$ cat config.mk
export PLATFORM = sky130hd
export DESIGN_NAME = slot_reel_ctrl
export DESIGN_NICKNAME = d
export VERILOG_FILES = /design/src/rtl/slot_pkg.sv /design/src/rtl/btn_debounce.sv /design/src/rtl/slot_reel_ctrl.sv
export SDC_FILE = /design/constraint.sdc
export NUM_CORES = 1
export LEC_CHECK = 0
export ABC_AREA = 1
export CAP_MARGIN = 20
export CORE_UTILIZATION = 55
export DETAILED_ROUTE_END_ITERATION = 10
export HOLD_SLACK_MARGIN = 0.15
export PLACE_DENSITY = 0.76
export SETUP_SLACK_MARGIN = 0.3
export SYNTH_ARGS = -nofsm -noshare
export SYNTH_HDL_FRONTEND = slang
export SYNTH_SLANG_ARGS = --single-unit
$ cat constraint.sdc
create_clock -name clk -period 1.7 [get_ports clk]
set_clock_uncertainty 0.1 [all_clocks]
set_input_delay 0.255 -clock clk [delete_from_list [all_inputs] [get_ports clk]]
set_output_delay 0.255 -clock clk [all_outputs]
set_load 0.03 [all_outputs]
$ cat src/rtl/slot_pkg.sv
// Shared types and constants for the two-reel slot machine front end:
// spin FSM states, LFSR seed/taps and per-reel step sizes.
package slot_pkg;

  typedef enum logic [1:0] {
    ST_IDLE      = 2'd0,
    ST_SPIN_BOTH = 2'd1,
    ST_SPIN_ONE  = 2'd2,
    ST_RESULT    = 2'd3
  } state_e;

  localparam logic [7:0] LFSR_SEED  = 8'hA5;
  localparam logic [7:0] LFSR_TAPS  = 8'hB8;
  localparam logic [3:0] REEL0_STEP = 4'd1;
  localparam logic [3:0] REEL1_STEP = 4'd3;

  // Fibonacci step, taps 8,6,5,4: the seed is non-zero and the polynomial is
  // primitive, so the register walks all 255 non-zero values.
  function automatic logic [7:0] lfsr_next(input logic [7:0] cur);
    return {cur[6:0], ^(cur & LFSR_TAPS)};
  endfunction

endpackage

$ cat src/rtl/btn_debounce.sv
// Push-button front end: 2-flop synchroniser, stability-count debounce and a
// one-cycle pulse on each accepted 0->1 edge of the debounced level.
module btn_debounce #(
  parameter int unsigned DB_CYCLES = 240000
) (
  input  logic clk,
  input  logic reset,
  input  logic btn_raw,
  output logic press
);

  localparam int unsigned    CNT_W    = (DB_CYCLES > 1) ? $clog2(DB_CYCLES) : 1;
  localparam logic [CNT_W-1:0] CNT_LAST = CNT_W'(DB_CYCLES - 1);

  logic             sync1_q, sync1_d;
  logic             sync2_q, sync2_d;
  logic [CNT_W-1:0] cnt_q, cnt_d;
  logic             level_q, level_d;
  logic             level_prev_q, level_prev_d;
  logic             press_q, press_d;

  // NOTE: every *_d gets its hold value first, so no path leaves a latch.
  always_comb begin
    sync1_d      = btn_raw;
    sync2_d      = sync1_q;
    level_d      = level_q;
    cnt_d        = '0;
    if (sync2_q != level_q) begin
      if (cnt_q == CNT_LAST) begin
        level_d = sync2_q;
      end else begin
        cnt_d = cnt_q + 1'b1;
      end
    end
    level_prev_d = level_q;
    press_d      = level_q & ~level_prev_q;
  end

  // NOTE: state registers use non-blocking assignment only, so every flop
  // samples the pre-edge value of its neighbours.
  always_ff @(posedge clk) begin
    if (reset) begin
      sync1_q      <= 1'b0;
      sync2_q      <= 1'b0;
      cnt_q        <= '0;
      level_q      <= 1'b0;
      level_prev_q <= 1'b0;
      press_q      <= 1'b0;
    end else begin
      sync1_q      <= sync1_d;
      sync2_q      <= sync2_d;
      cnt_q        <= cnt_d;
      level_q      <= level_d;
      level_prev_q <= level_prev_d;
      press_q      <= press_d;
    end
  end

  assign press = press_q;

endmodule

$ cat src/rtl/slot_reel_ctrl.sv
// Two-reel slot machine: a debounced button starts a spin from LFSR start
// positions; reels stop on presses or after STOP_GAP idle step ticks.
module slot_reel_ctrl
  import slot_pkg::*;
#(
  parameter int unsigned DB_CYCLES   = 240000,
  parameter int unsigned STEP_CYCLES = 2400000,
  parameter int unsigned STOP_GAP    = 20
) (
  input  logic       clk,
  input  logic       reset,
  input  logic       btn_raw,
  output logic [3:0] digit0,
  output logic [3:0] digit1,
  output logic       spinning,
  output logic       win
);

  localparam int unsigned      STEP_W    = (STEP_CYCLES > 1) ? $clog2(STEP_CYCLES) : 1;
  localparam logic [STEP_W-1:0] STEP_LAST = STEP_W'(STEP_CYCLES - 1);
  localparam int unsigned      GAP_W     = (STOP_GAP > 1) ? $clog2(STOP_GAP) : 1;
  localparam logic [GAP_W-1:0]  GAP_LAST  = GAP_W'(STOP_GAP - 1);

  logic press;

  btn_debounce #(
    .DB_CYCLES(DB_CYCLES)
  ) u_btn_debounce (
    .clk    (clk),
    .reset  (reset),
    .btn_raw(btn_raw),
    .press  (press)
  );

  state_e            state_q, state_d;
  logic [7:0]        lfsr_q, lfsr_d;
  logic [STEP_W-1:0] timer_q, timer_d;
  logic [GAP_W-1:0]  gap_q, gap_d;
  logic [3:0]        digit0_q, digit0_d;
  logic [3:0]        digit1_q, digit1_d;
  logic              spinning_q, spinning_d;
  logic              win_q, win_d;
  logic              tick;
  logic              stop;

  always_comb begin
    lfsr_d   = lfsr_next(lfsr_q);
    tick     = (timer_q == STEP_LAST);
    timer_d  = tick ? '0 : timer_q + 1'b1;
    stop     = press || (tick && (gap_q == GAP_LAST));
    state_d  = state_q;
    digit0_d = digit0_q;
    digit1_d = digit1_q;
    gap_d    = gap_q;

    case (state_q)
      ST_IDLE, ST_RESULT: begin
        if (press) begin
          state_d  = ST_SPIN_BOTH;
          digit0_d = lfsr_q[3:0];
          digit1_d = lfsr_q[7:4];
          timer_d  = '0;
        end
      end
      ST_SPIN_BOTH: begin
        // A tick coinciding with the stop press still moves reel 0 once.
        if (tick) begin
          digit0_d = digit0_q + REEL0_STEP;
          digit1_d = digit1_q + REEL1_STEP;
        end
        if (stop)      state_d = ST_SPIN_ONE;
        else if (tick) gap_d   = gap_q + 1'b1;
      end
      ST_SPIN_ONE: begin
        if (tick) digit1_d = digit1_q + REEL1_STEP;
        if (stop)      state_d = ST_RESULT;
        else if (tick) gap_d   = gap_q + 1'b1;
      end
      default: state_d = ST_IDLE;
    endcase

    // Gap only matters while spinning; any state change restarts it.
    if (state_d != state_q) gap_d = '0;

    spinning_d = (state_d == ST_SPIN_BOTH) || (state_d == ST_SPIN_ONE);
    win_d      = (state_d == ST_RESULT) && (digit0_d == digit1_d);
  end

  always_ff @(posedge clk) begin
    if (reset) begin
      state_q    <= ST_IDLE;
      lfsr_q     <= LFSR_SEED;
      timer_q    <= '0;
      gap_q      <= '0;
      digit0_q   <= 4'd0;
      digit1_q   <= 4'd0;
      spinning_q <= 1'b0;
      win_q      <= 1'b0;
    end else begin
      state_q    <= state_d;
      lfsr_q     <= lfsr_d;
      timer_q    <= timer_d;
      gap_q      <= gap_d;
      digit0_q   <= digit0_d;
      digit1_q   <= digit1_d;
      spinning_q <= spinning_d;
      win_q      <= win_d;
    end
  end

  assign digit0   = digit0_q;
  assign digit1   = digit1_q;
  assign spinning = spinning_q;
  assign win      = win_q;

endmodule
Yosys cells after proc, flatten, opt, wreduce, memory -nomap -nowiden:

Cells that the tools add are included.

* bits in registers: 70
* input bits: 3
* output and inout port bits: 10
* word-level logic and storage cells: 60

* add/subtract/negate cells: 5
* equal/unequal tests: 12
* multiplexer cells: 13
* bitwise operators: 4
* reductions and logical operators: 12

Operators with widths (count)
* $mux 22: 3
* $add 22x1->22 const B: 1
* $eq 22x22->1 const B: 1
* $add 18x1->18 const B: 1
* $eq 18x18->1 const B: 1
* $mux 4: 4
* $pmux 4 s2: 2
* $eq 2x2->1 const B: 4
* $reduce_xor 8->1: 1
* $mux 2: 3
* $pmux 2 s3: 1
* $reduce_or 2->1: 3
* $add 5x1->5 const B: 1
* $eq 5x5->1 const B: 1
* $add 4x1->4 const B: 1
* $add 4x2->4 const B: 1
* $eq 2x1->1 const B: 2
* $eq 4x4->1: 1
* $not 1->1: 3
* $reduce_and 3->1: 1
* $reduce_or 3->1: 1
* $logic_and 1x1->1: 2
* $logic_not 2->1: 1
* $logic_or 1x1->1: 2
* other kinds (4): 4

Longest topological paths before layout:

Gate-level depths: netlist (run 1).

* word-level depth: 7
* mapped depth: 15
* depth with buffers taken out: 15

Modules after synthesis:

A second synthesis (run 1) with hierarchy kept.

* cell total of the unflattened synthesis: 521
* area, all modules: 3652.3 um^2

By module, submodules not included
* slot_reel_ctrl: times used 1, cells each 370, area each 2538.7 um^2, sequential area each 940.9 um^2
* btn_debounce: times used 1, cells each 151, area each 1113.6 um^2, sequential area each 460.4 um^2

Least setup slack after synthesis (run 1):

No wires, ideal clock.

* path kind: register -> register
* start point: register state_q[0]
* end point: register win_q (netlist: win)
* setup time: 0.065 ns
* arrival: 1.735 ns
* required time: 1.535 ns
* setup slack: -0.200 ns
* cell stages (with the launch flop): 15
* buffers on the path: 0
* path through: dfxtp_1 inv_1 ha_1 inv_1 nor2_4 inv_1 o22ai_1 inv_1 nand2_1 inv_1 nand2_1 nand2_1 nor2_1 nand3_1 nor2_1

* word-level cells in the longest chain between the ends: 5

Ends and longest elaborated chain
* from (decl): RTL line slot_reel_ctrl.sv:35 `state_e state_q, state_d;`
* from (signal assigned): RTL line slot_reel_ctrl.sv:100 `state_q <= state_d;`
* $eq 2x2->1, or another cell as far along: RTL line slot_reel_ctrl.sv:56 `case (state_q)`
* $reduce_or 2->1 (on tied branches)
* $pmux 4 s2 or $pmux 2 s3 (tied branches): RTL line slot_reel_ctrl.sv:56
* $eq 4x4->1 or $eq 2x2->1 (tied branches): RTL line slot_reel_ctrl.sv:86 `win_d = (state_d == ST_RESULT) && (digit0_d == digit1_d);`
* $logic_and 1x1->1 *: RTL line slot_reel_ctrl.sv:86
* to (signal assigned): RTL line slot_reel_ctrl.sv:107 `win_q <= win_d;`
* to (decl): RTL line slot_reel_ctrl.sv:42 `logic win_q, win_d;`

Mark *: on every way between the ends. The rest lies on a longest branch, timed or not.
A chain may end at the register's enable or synchronous reset.

Final worst setup path (run 1):

* start point: register timer_q[0]
* end point: register gap_q[4]

* word-level cells in the longest chain between the ends: 7

Ends and longest elaborated chain
* from (decl): RTL line slot_reel_ctrl.sv:37 `logic [STEP_W-1:0] timer_q, timer_d;`
* from (signal assigned): RTL line slot_reel_ctrl.sv:102 `timer_q <= timer_d;`
* $eq 22x22->1 *: RTL line slot_reel_ctrl.sv:48 `tick = (timer_q == STEP_LAST);`
* $logic_and 1x1->1: RTL line slot_reel_ctrl.sv:50 `stop = press || (tick && (gap_q == GAP_LAST));`
* $logic_or 1x1->1: RTL line slot_reel_ctrl.sv:50
* $mux 2 (on tied branches): RTL line slot_reel_ctrl.sv:76, slot_reel_ctrl.sv:71
* $pmux 2 s3: RTL line slot_reel_ctrl.sv:56
* $ne 2x2->1: RTL line slot_reel_ctrl.sv:83 `if (state_d != state_q) gap_d = '0;`
* $reduce_or 2->1 (no source line)
* to (signal assigned): RTL line slot_reel_ctrl.sv:103 `gap_q <= gap_d;`
* to (decl): RTL line slot_reel_ctrl.sv:38 `logic [GAP_W-1:0] gap_q, gap_d;`

Marked as above.

==> run metrics, run 1 <==
Critical Path RT=around 1.9 ns; Final Core Density=86.68%; fillers=313; Final Instance Count excl. Fillers=between 700 and 800; initial antenna violation count=0; Finished Cell Area=5473 um2; largest net degree at the start of global routing=21; ANT cells=0; # port buffers=12; FMAX=503.9 MHz; cell mode on critical path=nand3_4; most frequent cells in the layout=buf_4 (100), nand2_1 (68), inv_1 (56); CTS sink count=70; synthesized area=3585 um2; minimum clock period=1.985 ns; cell area after placement=4482 um2; Critical Path Fanout Max=4; post-synthesis sequential area ratio=39.09%; Clock Tree Buf Depth=2; # placed instances=660; switching part of the total=35.62%; Yosys warnings=0; Yosys reg bits=70; die area=6844 um2; Synth-to-Final Area Change=52.67%; Worst-Margin Slew=0.5659 ns; Synth Area per Inst=7.198 um2; aggregate global-route resource usage=30.74%; FF+latch area=1433 um2; Avg WL per Cell=~16 um; status=complete, but fails checks; Slowest cell on crit path=dfxtp_2; CTS tree=yes; Via density=5.520; max_cap viols=0; Worst setup SP type=flop; switching power=2036 uW; TritonCTS Buffers=9; Rows=29; via count=around 3.9k; synth unique cells=38; critical path endpoint category=flop; Slew HR=a little over 60%; Largest stage delay, worst path=0.36 ns; Starting DRT DRC Count=343; first-pass GRT wire length=15620 um; vias in the first global route=3504; Die Span Y=between 80 and 90 um; HP Start=u_btn_debounce.level_prev_q; gpl congestion=0.9455; effective utilization at floorplan=a little under three fifths; H-tree Lvls=3; RSZ-0062 raised after global routing=yes; total global routing overflow=0; drt first pass iters=5; CP cell instances=ha_4 -> nand3_4 -> nor2_4 -> nand3_4 -> buf_4 -> nor4_4 -> nand4_1 -> xor2_1 -> nor2_2; core box area=between 6000 and 7000 um2; violated checks=setup timing; Final Hold Vio Count=0; Detailed Route WL=11640 um; # setup viols final=46; share of post-route cells with drive strength above 1=approximately 48%; commonest non-fill, non-tap cell in the layout=buf_4; Leak=between 0.002 and 0.0025 uW; CTS clock-pin slew for the worst setup and hold paths=about 0.080 ns; Clock power frac=30.0%; Flop pwr share=32.7%; internal power=3681 uW; Ports=13; synthesized net count=508; area of the multi-input gates=2345 um2; # DRC=0; Min-Delay Path Class=reg -> reg; Tcrit/Tclk final=116.7%; DRT antenna net count=0; Clock Latency Late Sink=between 0.3 and 0.4 ns; logic gate share of total power=37.4%; crit path kind=reg -> reg; final worst slack=-0.2846 ns; maximum VDD drop=0.001353 V; cells after synthesis=498; Slew Limit Fails=0; Crit Reg-Reg Startpoint=timer_q[0]; Die W=82.73 um; crit path DAT=2.15 ns; root buffer cell=clkbuf_8; PwrDens=1045 nW/um2; Worst Setup SP=timer_q[0]; DP HPWL=between 6000 and 7000 um; NumNets Final=643
==> worst max-delay path: cells and delay by family, from the launching register on <==
family | cells | cell delay [ns]
xor+xnor | 1 | 0.24
fa+ha+maj | 1 | 0.15
buf+inv | 1 | 0.15
flops | 1 | 0.36
simple gates | 6 | 0.88
==> flip-flops by register name (all words and copies together), names as in the netlist <==
signal,count
timer_q,22
digit0,4
u_btn_debounce.cnt_q,18
state_q,2
digit1,4
u_btn_debounce.press,1
u_btn_debounce.sync2_q,1
gap_q,5
u_btn_debounce.level_prev_q,1
u_btn_debounce.level_prev_d,1
u_btn_debounce.sync1_q,1
spinning,1
win,1
lfsr_q,8
==> power groups by stage <==
stage	Combinational [uW]	Sequential [uW]	Clock [uW]
final	2140	1870	1710
after floorplan	972	1970	0
after CTS	1900	1850	1720
after detailed placement	1700	1890	0
after global placement	1660	1890	0
after global routing	2320	1880	1800
==> final timing paths <==
path | endpoint | slack, ns | cells after the start
hold / removal | u_btn_debounce.press | 0.30 | 1
setup / recovery | gap_q[4] | -0.28 | 9
setup reg to reg | gap_q[4] | -0.28 | 9
hold reg to reg | u_btn_debounce.press | 0.30 | 1
==> cells in the mapped netlist, drive strengths merged <==
| cell type | instances | area share (%) |
|---|---|---|
| a22oi | 2 | 0.42 |
| a221oi | 3 | 0.73 |
| nand3b | 1 | 0.21 |
| o211ai | 1 | 0.21 |
| nand2 | 106 | 12 |
| nand3 | 42 | 6.9 |
| nor4 | 3 | 0.94 |
| dfxtp | 70 | 39 |
| xnor2 | 8 | 2.0 |
| o21ai | 16 | 2.2 |
| nor2 | 92 | 12 |
| xor2 | 10 | 2.4 |
| or2 | 2 | 0.35 |
| clkbuf | 5 | 0.52 |
| o22ai | 2 | 0.35 |
| inv | 73 | 7.6 |
| nor3 | 19 | 2.9 |
| ha | 7 | 2.4 |
| nand4 | 9 | 2.0 |
| a211oi | 2 | 0.42 |
| nor3b | 6 | 1.5 |
| a21oi | 15 | 2.1 |
| mux2i | 1 | 0.28 |
| and3 | 1 | 0.17 |
| buf | 2 | 0.28 |
==> timing repair <==
item,in CTS,in global routing
hold endpoints to repair,0,0
hold buffers,0,0
setup buffers,22,16
pin swaps,24,30
resized for setup,117,61
cloned,1,0
setup endpoints to repair,68,63
==> routing by layer <==
metal  part of all wire, %  routed length, um  GRT usage (%)  up-vias
met5                     0                  0              0        -
li1                      -                  -              -     1862
met4                   3.6                420          14.31        0
met3                   5.4                628          5.824       45
met1                    40               4612          36.24     1897
met2                    51               5979          53.44      143
==> cells by family (layout without fill, tap and decap cells) <==
logic type      Yosys count  in the layout  share of synthesized area (%)
compound gates           41             41                          6.457
flops                    70             70                          39.09
buf+inv                  80            220                          8.447
mux                       1              1                         0.2792
fa+ha+maj                 7              7                          2.443
xor+xnor                 18             18                          4.398
simple gates            281            281                          38.88
==> cell type report <==
cell class | count | share of cell area [%]
clock inverters | 6 | 2.126
flip-flops and latches | 70 | 26.18
clock buffers | 10 | 2.515
inverters | 73 | 5.144
well taps | 77 | 1.760
repair buffers | 131 | 19.43
multi-input cells | 348 | 42.84
==> metrics by stage <==
| stage | setup TNS (ns) | hold WS, ns | worst slack, ns | power [uW] |
|---|---|---|---|---|
| floorplan | -0.2263 | 0.2284 | -0.09539 | 2942 |
| global placement | -0.8855 | 0.2794 | -0.1088 | 3540 |
| detailed placement | -2.793 | 0.2846 | -0.1693 | 3585 |
| CTS | -1.676 | 0.2956 | -0.1395 | 5467 |
| global route | -9.952 | 0.3087 | -0.4812 | 5993 |
| finish | -4.662 | 0.2967 | -0.2846 | 5718 |
Note: power is estimated with default switching activity, not from simulation.
==> run 2: changes to the inputs <==
Settings changed: CTS_CLUSTER_SIZE set to 12.
==> results of run 2 <==
No change in the layout: final DEF, timing and power equal those of run 1.
==> run 3: changes to the inputs <==
Settings changed: CTS_CLUSTER_SIZE 12 to 24, SLEW_MARGIN set to 30.
==> results of run 3 <==
No change in the layout: final DEF, timing and power equal those of run 1.
